==> src/rtl/traj_pkg.sv <==
// rtl/traj_pkg.sv - headings, sequencer states and turn-order helper
package traj_pkg;

  localparam logic [2:0] NORTE = 3'b001;
  localparam logic [2:0] OESTE = 3'b010;
  localparam logic [2:0] LESTE = 3'b011;
  localparam logic [2:0] SUL   = 3'b100;

  typedef enum logic [2:0] {
    IDLE,
    CHECA_G,
    PULSO_G,
    ESPERA_G,
    CHECA_A,
    PULSO_A,
    ESPERA_A,
    FIM
  } estado_t;

  // Turn order must match the orientation stage: N -> O -> S -> L -> N.
  function automatic logic [2:0] prox_rumo(input logic [2:0] r);
    case (r)
      NORTE:   prox_rumo = OESTE;
      OESTE:   prox_rumo = SUL;
      SUL:     prox_rumo = LESTE;
      default: prox_rumo = NORTE;
    endcase
  endfunction

  function automatic logic rumo_valido(input logic [2:0] r);
    rumo_valido = (r == NORTE) || (r == OESTE) || (r == LESTE) || (r == SUL);
  endfunction

endpackage

==> src/rtl/contador_posicao.sv <==
// rtl/contador_posicao.sv - X/Y position counter, one unit per advance step
module contador_posicao
  import traj_pkg::*;
#(
  parameter int POS_W = 8
) (
  input  logic             c1,
  input  logic             reset,
  input  logic             passo,
  input  logic [2:0]       rumo,
  output logic [POS_W-1:0] pos_x,
  output logic [POS_W-1:0] pos_y
);

  localparam logic [POS_W-1:0] UM = POS_W'(1);

  // Counters wrap modulo 2^POS_W, so 0 - 1 reads back as all ones.
  always_ff @(posedge c1) begin
    if (reset) begin
      pos_x <= '0;
      pos_y <= '0;
    end else if (passo) begin
      case (rumo)
        NORTE:   pos_y <= pos_y + UM;
        SUL:     pos_y <= pos_y - UM;
        LESTE:   pos_x <= pos_x + UM;
        OESTE:   pos_x <= pos_x - UM;
        default: ;
      endcase
    end
  end

endmodule

==> src/rtl/controle_trajeto.sv <==
// rtl/controle_trajeto.sv - turn-then-advance motion command sequencer
module controle_trajeto
  import traj_pkg::*;
#(
  parameter int POS_W  = 8,
  parameter int STEP_W = 4,
  parameter int GAP    = 1
) (
  input  logic              c1,
  input  logic              reset,
  input  logic              cmd_valid,
  output logic              cmd_ready,
  input  logic [2:0]        cmd_rumo,
  input  logic [STEP_W-1:0] cmd_passos,
  input  logic              abort,
  output logic              girar,
  output logic              avancar,
  output logic [2:0]        rumo,
  output logic [POS_W-1:0]  pos_x,
  output logic [POS_W-1:0]  pos_y,
  output logic              ocupado,
  output logic              done,
  output logic              erro
);

  localparam logic [3:0] GAP_FIM = 4'(GAP - 1);

  estado_t           estado, prox;
  logic [2:0]        alvo;
  logic [STEP_W-1:0] restante;
  logic [3:0]        gap_cnt;
  logic              erro_flag;
  logic              marca_erro;
  logic              fim_gap;
  logic              aceita;
  logic              em_espera;

  assign em_espera = (estado == ESPERA_G) || (estado == ESPERA_A);
  assign fim_gap   = em_espera && (gap_cnt == GAP_FIM);
  assign aceita    = (estado == IDLE) && cmd_valid;

  always_ff @(posedge c1) begin
    if (reset) begin
      estado    <= IDLE;
      rumo      <= NORTE;
      alvo      <= NORTE;
      restante  <= '0;
      gap_cnt   <= '0;
      erro_flag <= 1'b0;
    end else begin
      estado <= prox;
      if (aceita) begin
        alvo      <= cmd_rumo;
        restante  <= cmd_passos;
        erro_flag <= 1'b0;
      end
      // A pulse already on the wire still moves the shadow state, even on abort.
      if (estado == PULSO_G)
        rumo <= prox_rumo(rumo);
      if (estado == PULSO_A)
        restante <= restante - STEP_W'(1);
      if (marca_erro)
        erro_flag <= 1'b1;
      gap_cnt <= (em_espera && !fim_gap) ? gap_cnt + 4'd1 : 4'd0;
    end
  end

  always_comb begin
    prox       = estado;
    marca_erro = 1'b0;
    case (estado)
      IDLE:     if (cmd_valid) prox = CHECA_G;
      CHECA_G: begin
        if (!rumo_valido(alvo)) begin
          prox       = FIM;
          marca_erro = 1'b1;
        end else if (rumo == alvo) begin
          prox = CHECA_A;
        end else begin
          prox = PULSO_G;
        end
      end
      PULSO_G:  prox = ESPERA_G;
      ESPERA_G: if (fim_gap) prox = CHECA_G;
      CHECA_A:  prox = (restante == '0) ? FIM : PULSO_A;
      PULSO_A:  prox = ESPERA_A;
      ESPERA_A: if (fim_gap) prox = CHECA_A;
      FIM:      prox = IDLE;
      default:  prox = IDLE;
    endcase
    if (abort && (estado != IDLE) && (estado != FIM)) begin
      prox       = FIM;
      marca_erro = 1'b1;
    end
  end

  assign cmd_ready = (estado == IDLE);
  assign ocupado   = (estado != IDLE);
  assign girar     = (estado == PULSO_G);
  assign avancar   = (estado == PULSO_A);
  assign done      = (estado == FIM);
  assign erro      = (estado == FIM) && erro_flag;

  contador_posicao #(
    .POS_W(POS_W)
  ) u_contador_posicao (
    .c1    (c1),
    .reset (reset),
    .passo (avancar),
    .rumo  (rumo),
    .pos_x (pos_x),
    .pos_y (pos_y)
  );

endmodule
==> config.mk <==
export PLATFORM = sky130hd
export DESIGN_NAME = controle_trajeto
export DESIGN_NICKNAME = d
export VERILOG_FILES = /design/src/rtl/traj_pkg.sv /design/src/rtl/contador_posicao.sv /design/src/rtl/controle_trajeto.sv
export SDC_FILE = /design/constraint.sdc
export NUM_CORES = 1
export LEC_CHECK = 0
export ABC_AREA = 1
export BUFFER_PORTS_ARGS = -buffer_cell sky130_fd_sc_hd__buf_2
export CAP_MARGIN = 20
export CORE_MARGIN = 4
export CORE_UTILIZATION = 40
export DETAILED_ROUTE_END_ITERATION = 12
export RECOVER_POWER = 100
export SETUP_SLACK_MARGIN = 0.15
export SLEW_MARGIN = 20
export SYNTH_ARGS = -nofsm -noshare
export SYNTH_HDL_FRONTEND = slang
export SYNTH_HIERARCHICAL = 1
export SYNTH_SLANG_ARGS = --single-unit
==> constraint.sdc <==
create_clock -name c1 -period 5.75 [get_ports c1]
set_input_delay 0.2875 -clock c1 [delete_from_list [all_inputs] [get_ports c1]]
set_output_delay 0.2875 -clock c1 [all_outputs]
set_load 0.01 [all_outputs]
[Yosys cells after proc, flatten, opt, wreduce, memory -nomap -nowiden]
Index checks and enable logic that the tools add are counted.
Operators by class
  add/subtract/negate cells: 6
  div/mod/pow operators: 0
  shift operators: 0
  muxes and demuxes: 18
  magnitude comparators: 0
  $mul: 0
  eq/ne operators: 20
  reductions and logical operators: 23
  bitwise operators: 1
Operators by type and width (count)
  $pmux W8 S2: 2
  $pmux W3 S8: 1
  $eq A3 B2 Y1 const B: 6
  $eq A3 B3 Y1 const B: 6
  $mux W3: 6
  $add A8 B1 Y8 const B: 2
  $sub A8 B1 Y8 const B: 2
  $eq A3 B1 Y1 const B: 3
  $ne A3 B2 Y1 const B: 3
  $pmux W3 S3: 1
  $logic_not A4 Y1: 2
  $mux W4: 2
  $reduce_bool A2 Y1: 4
  $logic_and A1 B1 Y1: 6
  $mux W1: 5
  $add A4 B1 Y4 const B: 1
  $logic_or A1 B1 Y1: 4
  $reduce_and A2 Y1: 2
  $sub A4 B1 Y4 const B: 1
  $eq A3 B3 Y1: 1
  $logic_not A3 Y1: 1
  $ne A3 B3 Y1 const B: 1
  $reduce_and A3 Y1: 1
  $reduce_bool A3 Y1: 1
  other kinds (4): 4
Word-level totals
  memory bits (read-only): 0
  memories kept: 0
  word-level logic and storage cells: 76
  latch bits: 0
  flip-flop bits (word level): 34
  RAM bits: 0
  output and inout port bits: 25

[Logic depth before layout (Yosys ltp)]
Gate-level depths: netlist of the first run.
  word-level depth: 8
  depth in mapped cells: 15

[Modules after synthesis]
The synthesis of the first run kept the hierarchy.
Modules (own cells, without submodules)
  contador_posicao: area an instance 1217.4 um^2, cells each 186, times used 1, seq. area each 320.3 um^2
  controle_trajeto: area an instance 1103.6 um^2, cells each 156, times used 1, seq. area each 360.3 um^2

[Worst setup path before layout of the first run]
Ideal clock, no wire load.
  path type: register to register
  start: register rumo[1]
  end: register u_contador_posicao.pos_y[6]
  stages on the path, launching flop included: 14
  arrival: 1860 ps
  buffers on the path: 0
  path slack: 3834 ps
  setup time: 56 ps
  required time: 5694 ps
  period minus slack after synthesis: 1916 ps
  cell sequence: dfxtp_1 inv_2 nand3_2 inv_1 ha_1 nand2_1 o21ai_0 nand2_1 nand2_1 nand2_1 a21o_1 nand3_1 nand2_1 inv_1
On the way
  word-level cells in the longest chain between the ends: 3
  elaborated cells on any way between the ends: 5
  classes of those cells: eq/ne (2); mux (1); reduce/logical (2)
Ends and longest elaborated chain
  start, declared: line controle_trajeto.sv:18  | output logic [2:0] rumo,
  start signal, assigned: line controle_trajeto.sv:59  | rumo <= prox_rumo(rumo);
  $eq A3 B1 Y1 / $eq A3 B3 Y1 (equally long branches): line contador_posicao.sv:23  | case (rumo)
  $reduce_bool A2 Y1 (no line)
  $reduce_and A2 Y1 (no line)
  end signal, assigned: line contador_posicao.sv:24  | NORTE: pos_y <= pos_y + UM;
  end signal, assigned: line contador_posicao.sv:25  | SUL: pos_y <= pos_y - UM;
  end, declared: line contador_posicao.sv:12  | output logic [POS_W-1:0] pos_y
Several ways; a longest one is shown, not always the timed one.
A chain may end at the register's enable or synchronous reset.

[Worst setup path after layout of the first run]
  start: register estado[0]
  end: register u_contador_posicao.pos_y[5]
On the way
  word-level cells in the longest chain between the ends: 2
Ends and longest elaborated chain
  start, declared: line controle_trajeto.sv:28  | estado_t estado, prox;
  start signal, assigned: line controle_trajeto.sv:51  | estado <= prox;
  $eq A3 B3 Y1: line controle_trajeto.sv:100  | assign avancar = (estado == PULSO_A);
  $reduce_and A2 Y1 (no line)
No other way between the ends.

==> metrics, run 1 <==
post-DP HPWL=3810 µm; total die area=7090 µm²; Slowest-stage cell, CP=a21oi_1; Final Cycle Share=43.7%; Crit Path Category=register to register; ys flop type=dfxtp_1; ANT cells=0; Async S/R FF share, synth=0%; drt drc=0; antenna viol nets, final=0; fmax=398 MHz; crit-path max FO=16; Critical Path Source=estado[0]; maximum root-to-sink buffer count=2; vias in the first global route=1964; Clock Sink Count=34; most used cell, CP=inv_1; Fin. Hold Viols=0; RR Endpoint=u_contador_posicao/pos_y[5]; first-pass GRT wire length=8760 µm; R2R Path Start=estado[0]; Reg2Reg Setup Slack=3.24 ns; max cap viols=0; CTS Buf Count=5; measured slew at the worst slew-check pin=1.13 ns; routed vias=2179; Mapped Area=2320 µm²; row cnt=27; Netlist cell types=38; CORE AREA=5570 µm²; run status=finished clean; minimum clock period after layout=2.51 ns; slowest stage delay, CP=0.87 ns; Setup-failing EPs final=0; Hold-fix buffers, CTS=0; # Post-CTS Setup Buffers=0; WL/cell=11.3 µm; Ys Warns=6; GP Congestion=0.870; crit end category=register; Clock Latency Late Sink=0.29 ns; Mapped Cells=342; Worst Hold Launch=cmd_rumo[0]; Crit path arrival time=2.70 ns; Nets=401; Area Overhead vs Synth=9.87%; CTS H-Tree Depth=2; Synth Area per Inst=6.79 µm²; Max IR drop VDD=0.000206 V; Pleak=0.00123 µW; clk slew on worst S/H paths=0.08 ns; Die X=84.2 µm; placed cells=444; PwrDens=365 nW/µm²; Slew HR=24.5%; EDFF count, synth=0; Clk network pwr share=20.4%; switch share=44.0%; met3 Usage GRT=4.61%; Sw Pwr=410 µW; # IOs=36; RSZ-0062 raised after global routing=false; CP Cell Sequence=nand3_1, inv_1, inv_1, a21oi_1, nand2_1, o221ai_1, inv_1; PortBufs=35; syn nets=364; startpoint types=register; flops & latches, synth=34; largest net degree at the start of global routing=17; grt ovf=0; Internal Power=522 µW; Post-CTS Resized=0; Reg power frac=36.7%; met1 Use GR=18.9%; chip height=84.2 µm; routed wire length=5130 µm; Starting Density=41.6%; Comb power frac=42.9%; GRT Total Usage=15.0%; share of layout cells above drive strength 1=9.21%; DRT Pass-1 Iters=4; Post-Route Skew=0.00607 ns; hold crit path type=input port to register; CTS tree=built; worst setup path end=u_contador_posicao/pos_y[5]; Avg Vias per Cell=4.82; 1st-iter DRT viols=61; Most Crowded Layer GR=met2; sequential area share after synthesis=29.3%; Max Slew Vio Count=0; Final Instance Count excl. Fillers=452; root buffer cell=clkbuf_8; antenna violations before repair=0; setup TNS=0 ns; met2 Use GR=25.0%; Worst Path Required=5.94 ns; cells on worst reg2reg path=7
[synthesized netlist by cell type, types with 2 or more instances]
| master | instances | share of area (%) |
|---|---|---|
| buf_6 | 2 | 0.97 |
| nand2_1 | 82 | 13 |
| a21oi_1 | 25 | 5.4 |
| nand2_8 | 2 | 1.7 |
| nor2_4 | 2 | 0.97 |
| o21ai_0 | 21 | 4.5 |
| inv_2 | 6 | 0.97 |
| dfxtp_1 | 34 | 29 |
| a211oi_1 | 2 | 0.65 |
| a31oi_1 | 2 | 0.54 |
| ha_1 | 10 | 5.4 |
| nand3_1 | 29 | 6.3 |
| nand2_2 | 3 | 0.81 |
| a41o_1 | 3 | 1.3 |
| xnor2_1 | 7 | 2.6 |
| nor2_1 | 26 | 4.2 |
| xor2_1 | 6 | 2.3 |
| nand3_4 | 2 | 1.5 |
| nand4_1 | 5 | 1.3 |
| inv_1 | 53 | 8.6 |
| nand3_2 | 3 | 1.3 |
[critical path, delay by kind of cell (launching register included)]
kind	cells	cell delay (ns)
AO/OA/AOI/OAI	2	1.05
buffers and inverters	3	0.45
flip-flops	1	0.46
AND/OR/NAND/NOR	2	0.45
[state kept, by name, indices dropped and copies added, names as in the netlist]
signal                    count
gap_cnt                       4
estado                        3
u_contador_posicao/pos_x      8
u_contador_posicao/pos_y      8
rumo                          3
erro_flag                     1
restante                      4
alvo                          3
[logic make-up (layout without fill, tap and decap cells)]
| group | after synthesis | after routing | synth area share (%) |
|---|---|---|---|
| DFF | 34 | 34 | 29.3 |
| xor gates and xnor gates | 13 | 13 | 4.91 |
| buffers and inverters | 66 | 104 | 11.9 |
| and+or+nand+nor | 159 | 159 | 33.0 |
| adders and majority gates | 11 | 11 | 6.25 |
| AOI/OAI and AO/OA | 59 | 59 | 14.7 |
[power by group through the flow]
| stage | combinational [µW] | clock, µW | sequential, µW |
|---|---|---|---|
| 5_1_grt | 463 | 207 | 352 |
| 2_1_floorplan | 350 | 0 | 344 |
| 4_1_cts | 441 | 197 | 349 |
| 3_5_place_dp | 440 | 0 | 354 |
| 6_report | 400 | 190 | 342 |
| 3_3_place_gp | 435 | 0 | 352 |
[how the worst min path moves through the flow]
stage	to	slack, ns	cells past startpoint
2_1_floorplan	estado[0]	0.36	1
3_5_place_dp	gap_cnt[0]	0.47	1
3_3_place_gp	gap_cnt[0]	0.45	1
4_1_cts	alvo[0]	0.25	3
5_1_grt	alvo[0]	0.28	3
6_report	alvo[0]	0.25	3
[cell usage in the layout, fill, tap and decap left out, drive strengths merged, types with 2 or more instances in the layout]
cell type	n
xor2	6
ha	10
inv	58
nor2	29
nand3	34
a41o	3
clkinv	2
nand4	5
buf	11
a21oi	26
clkbuf	31
a31oi	2
o21ai	22
clkinvlp	2
nand2	88
dfxtp	34
xnor2	7
a211oi	2
[final cells by class]
cell class	count	area, µm²
Fill cell	622	3020
Multi-Input combinational cell	242	1310
Sequential cell	34	681
Inverter	61	231
Timing Repair Buffer	35	145
Tap cell	72	90.1
Clock buffer	7	86.3
Clock inverter	1	5.00
[metal layers]
layer | routed length, µm | share of wire [%]
met1 | 2470 | 48
met2 | 2330 | 45
met3 | 284 | 5.5
met4 | 47 | 0.92
met5 | 0 | 0
[through the flow]
step           setup WS (ns)  hold slack [ns]  instance area, µm²  util, %  total power, µW
2_1_floorplan           3.83            0.357                2320        -              694
3_3_place_gp            3.72            0.450                2550     45.7              788
3_5_place_dp            3.66            0.466                2550     45.7              793
4_1_cts                 3.64            0.251                2640     47.3              987
5_1_grt                 2.99            0.282                2550     45.7             1020
6_report                3.24            0.251                2550     45.7              932
No activity file was read; power rests on OpenSTA's default activity.
==> inputs of run 2 (changes only) <==
==> constraint.sdc (replaced) <==
create_clock -name c1 -period 2.4 [get_ports c1]
set_input_delay 0.12 -clock c1 [delete_from_list [all_inputs] [get_ports c1]]
set_output_delay 0.12 -clock c1 [all_outputs]
set_load 0.01 [all_outputs]
==> metrics, run 2 (synthesized netlist as in run 1, its figures left out) <==
GRT Total Usage=15.5% (+0.49 points); Buffers & Inverters on Critical Path=5 (+2); hold-critical path depth=3 (unchanged); WL/cell=11.7 µm (+2.8%); total die area=7090 µm² (unchanged); row cnt=27 (unchanged); post-DP HPWL=4050 µm (+6.3%); crit end category=register; Crit path arrival time=2.22 ns (-0.48 ns); CP Cell Sequence=clkbuf_1, inv_1, nand3_1, nand2_1, nand2_1, inv_1, ha_1, inv_1, nand2_1, nand3b_1, nand2_1, xor2_1, nand2_1, nand2_1, inv_1; Clock Sink Count=34 (unchanged); crit-path max FO=6 (-10); largest net degree at the start of global routing=16 (-1); clk slew on worst S/H paths=0.07 ns (about the same); maximum root-to-sink buffer count=2 (unchanged); Worst Path Required=2.59 ns (-3.35 ns); Internal Power=1240 µW (+140%); Top delay family on crit path=simple AND/OR/NAND/NOR gates; post-place setup slack=0.356 ns (-3.30 ns); Max IR drop VDD=0.000493 V (+140%); Largest regs=u_contador_posicao/pos_x (8), u_contador_posicao/pos_y (8); startpoint types=register; Sw Pwr=977 µW (+140%); # IOs=36 (unchanged); CORE AREA=5570 µm² (unchanged); routed wire length=5320 µm (+3.7%); RSZ-0062 raised after global routing=false; Max Slew Vio Count=0 (unchanged); Hold-fix buffers, CTS=0 (unchanged); Crit Path Category=register to register; drt drc=0 (unchanged); Slew HR=68.8% (+44 points); Slowest-stage cell, CP=dfxtp_1; DRT Pass-1 Iters=4 (unchanged); antenna viol nets, final=0 (unchanged); Die X=84.2 µm (unchanged); Pleak=0.00126 µW (+2.3%); final worst slack=0.367 ns (-2.87 ns); PortBufs=35 (unchanged); fmax=492 MHz (+24%); Clock Latency Late Sink=0.28 ns (about the same); max cap viols=0 (unchanged); PwrDens=861 nW/µm² (+140%); routed vias=2234 (+2.5%); ANT cells=0 (unchanged); CTS tree=built; Setup-failing EPs final=0 (unchanged); hold crit path type=input port to register; grt ovf=0 (unchanged); antenna violations before repair=0 (unchanged); share of layout cells above drive strength 1=10.7% (+1.5 points); slowest stage delay, CP=0.34 ns (-0.53 ns); minimum clock period after layout=2.03 ns (-0.481 ns); root buffer cell=clkbuf_8; commonest non-fill, non-tap cells in the layout=nand2_1 (84), inv_1 (54), dfxtp_1 (34); Nets=406 (+1.2%); measured slew at the worst slew-check pin=0.467 ns (-0.666 ns); Avg Vias per Cell=4.90 (+1.6%); CTS H-Tree Depth=2 (unchanged); run status=finished clean; Post-Route Skew=0.00646 ns (+0.000392 ns); CTS Buf Count=5 (unchanged); cells on worst reg2reg path=15 (+8); most used cell, CP=nand2_1; Final Cycle Share=84.7% (+41 points); GP Congestion=0.920 (+5.8%); Reg power frac=35.5% (-1.2 points); switch share=44.1% (+0.094 points); Starting Density=41.6% (unchanged); total power=2210 µW (+140%); Fin. Hold Viols=0 (unchanged); WP depth=15 (+8); vias in the first global route=2025 (+3.1%); setup TNS=0 ns (unchanged); Clk network pwr share=18.3% (-2.1 points); first-pass GRT wire length=9110 µm (+4.0%); chip height=84.2 µm (unchanged); commonest non-fill, non-tap cell in the layout=nand2_1; 1st-iter DRT viols=103 (+69%); Comb power frac=46.2% (+3.3 points); Area Overhead vs Synth=10.8%
==> run 2: cell count changes in the layout (fill, tap and decap cells not counted), sizes merged <==
cell	before	now
buf	11	18
clkbuf	31	27
clkinv	2	3
==> run 2: worst register-to-register path, delay by kind of cell, from the launching register on <==
family	cells	cell delay, ns
and+or+nand+nor	8	0.74
buffers and inverters	5	0.54
DFF	1	0.34
adders and majority gates	1	0.17
xor gates and xnor gates	1	0.13
==> run 2: final cells by class <==
cell class                 instances  area [µm²]
sequential                        34         681
clock buffer                       5        68.8
tap                               72        90.1
multi-input combinational        242        1310
clock inverter                     2        10.0
inverter                          61         231
fill                             630        3000
timing repair buffer              40         180
==> run 2: metal layers <==
metal / track usage (%) / wire length, µm
met1: 19.1 / 2480
met2: 27.0 / 2500
met3: 3.63 / 285
met4: 4.39 / 57
met5: 0 / 0
==> run 2: power by group through the flow <==
stage               Combinational [µW]  Sequential (µW)  Clock (µW)
floorplan                          839              823           0
detailed placement                1130              813           0
CTS                               1130              801         432
global route                      1180              806         448
finish                            1020              786         405
global placement                  1110              811           0
==> run 2: path summary, 6_finish.rpt <==
kind                    start                          end  slack [ns]
setup / recovery      rumo[2]  u_contador_posicao/pos_x[4]        0.37
hold / removal    cmd_rumo[0]                      alvo[0]        0.11
hold reg to reg    gap_cnt[0]                   gap_cnt[0]        0.47
setup reg to reg      rumo[2]  u_contador_posicao/pos_x[4]        0.37
==> run 2: timing repair <==
item,in CTS,in global routing
buffers inserted,0,0
resized for setup,0,1
endpoints found under the setup margin,0,1
==> run 2: per-stage QoR <==
stage	cell area, µm²	hold WS (ns)	utilization [%]	std cells
final	2570	0.114	46.1	456
after global routing	2570	0.127	46.1	456
after CTS	2660	0.0961	47.8	456
after detailed placement	2580	0.400	46.4	449
after global placement	2580	0.388	46.4	449
after floorplan	2320	0.189	-	342
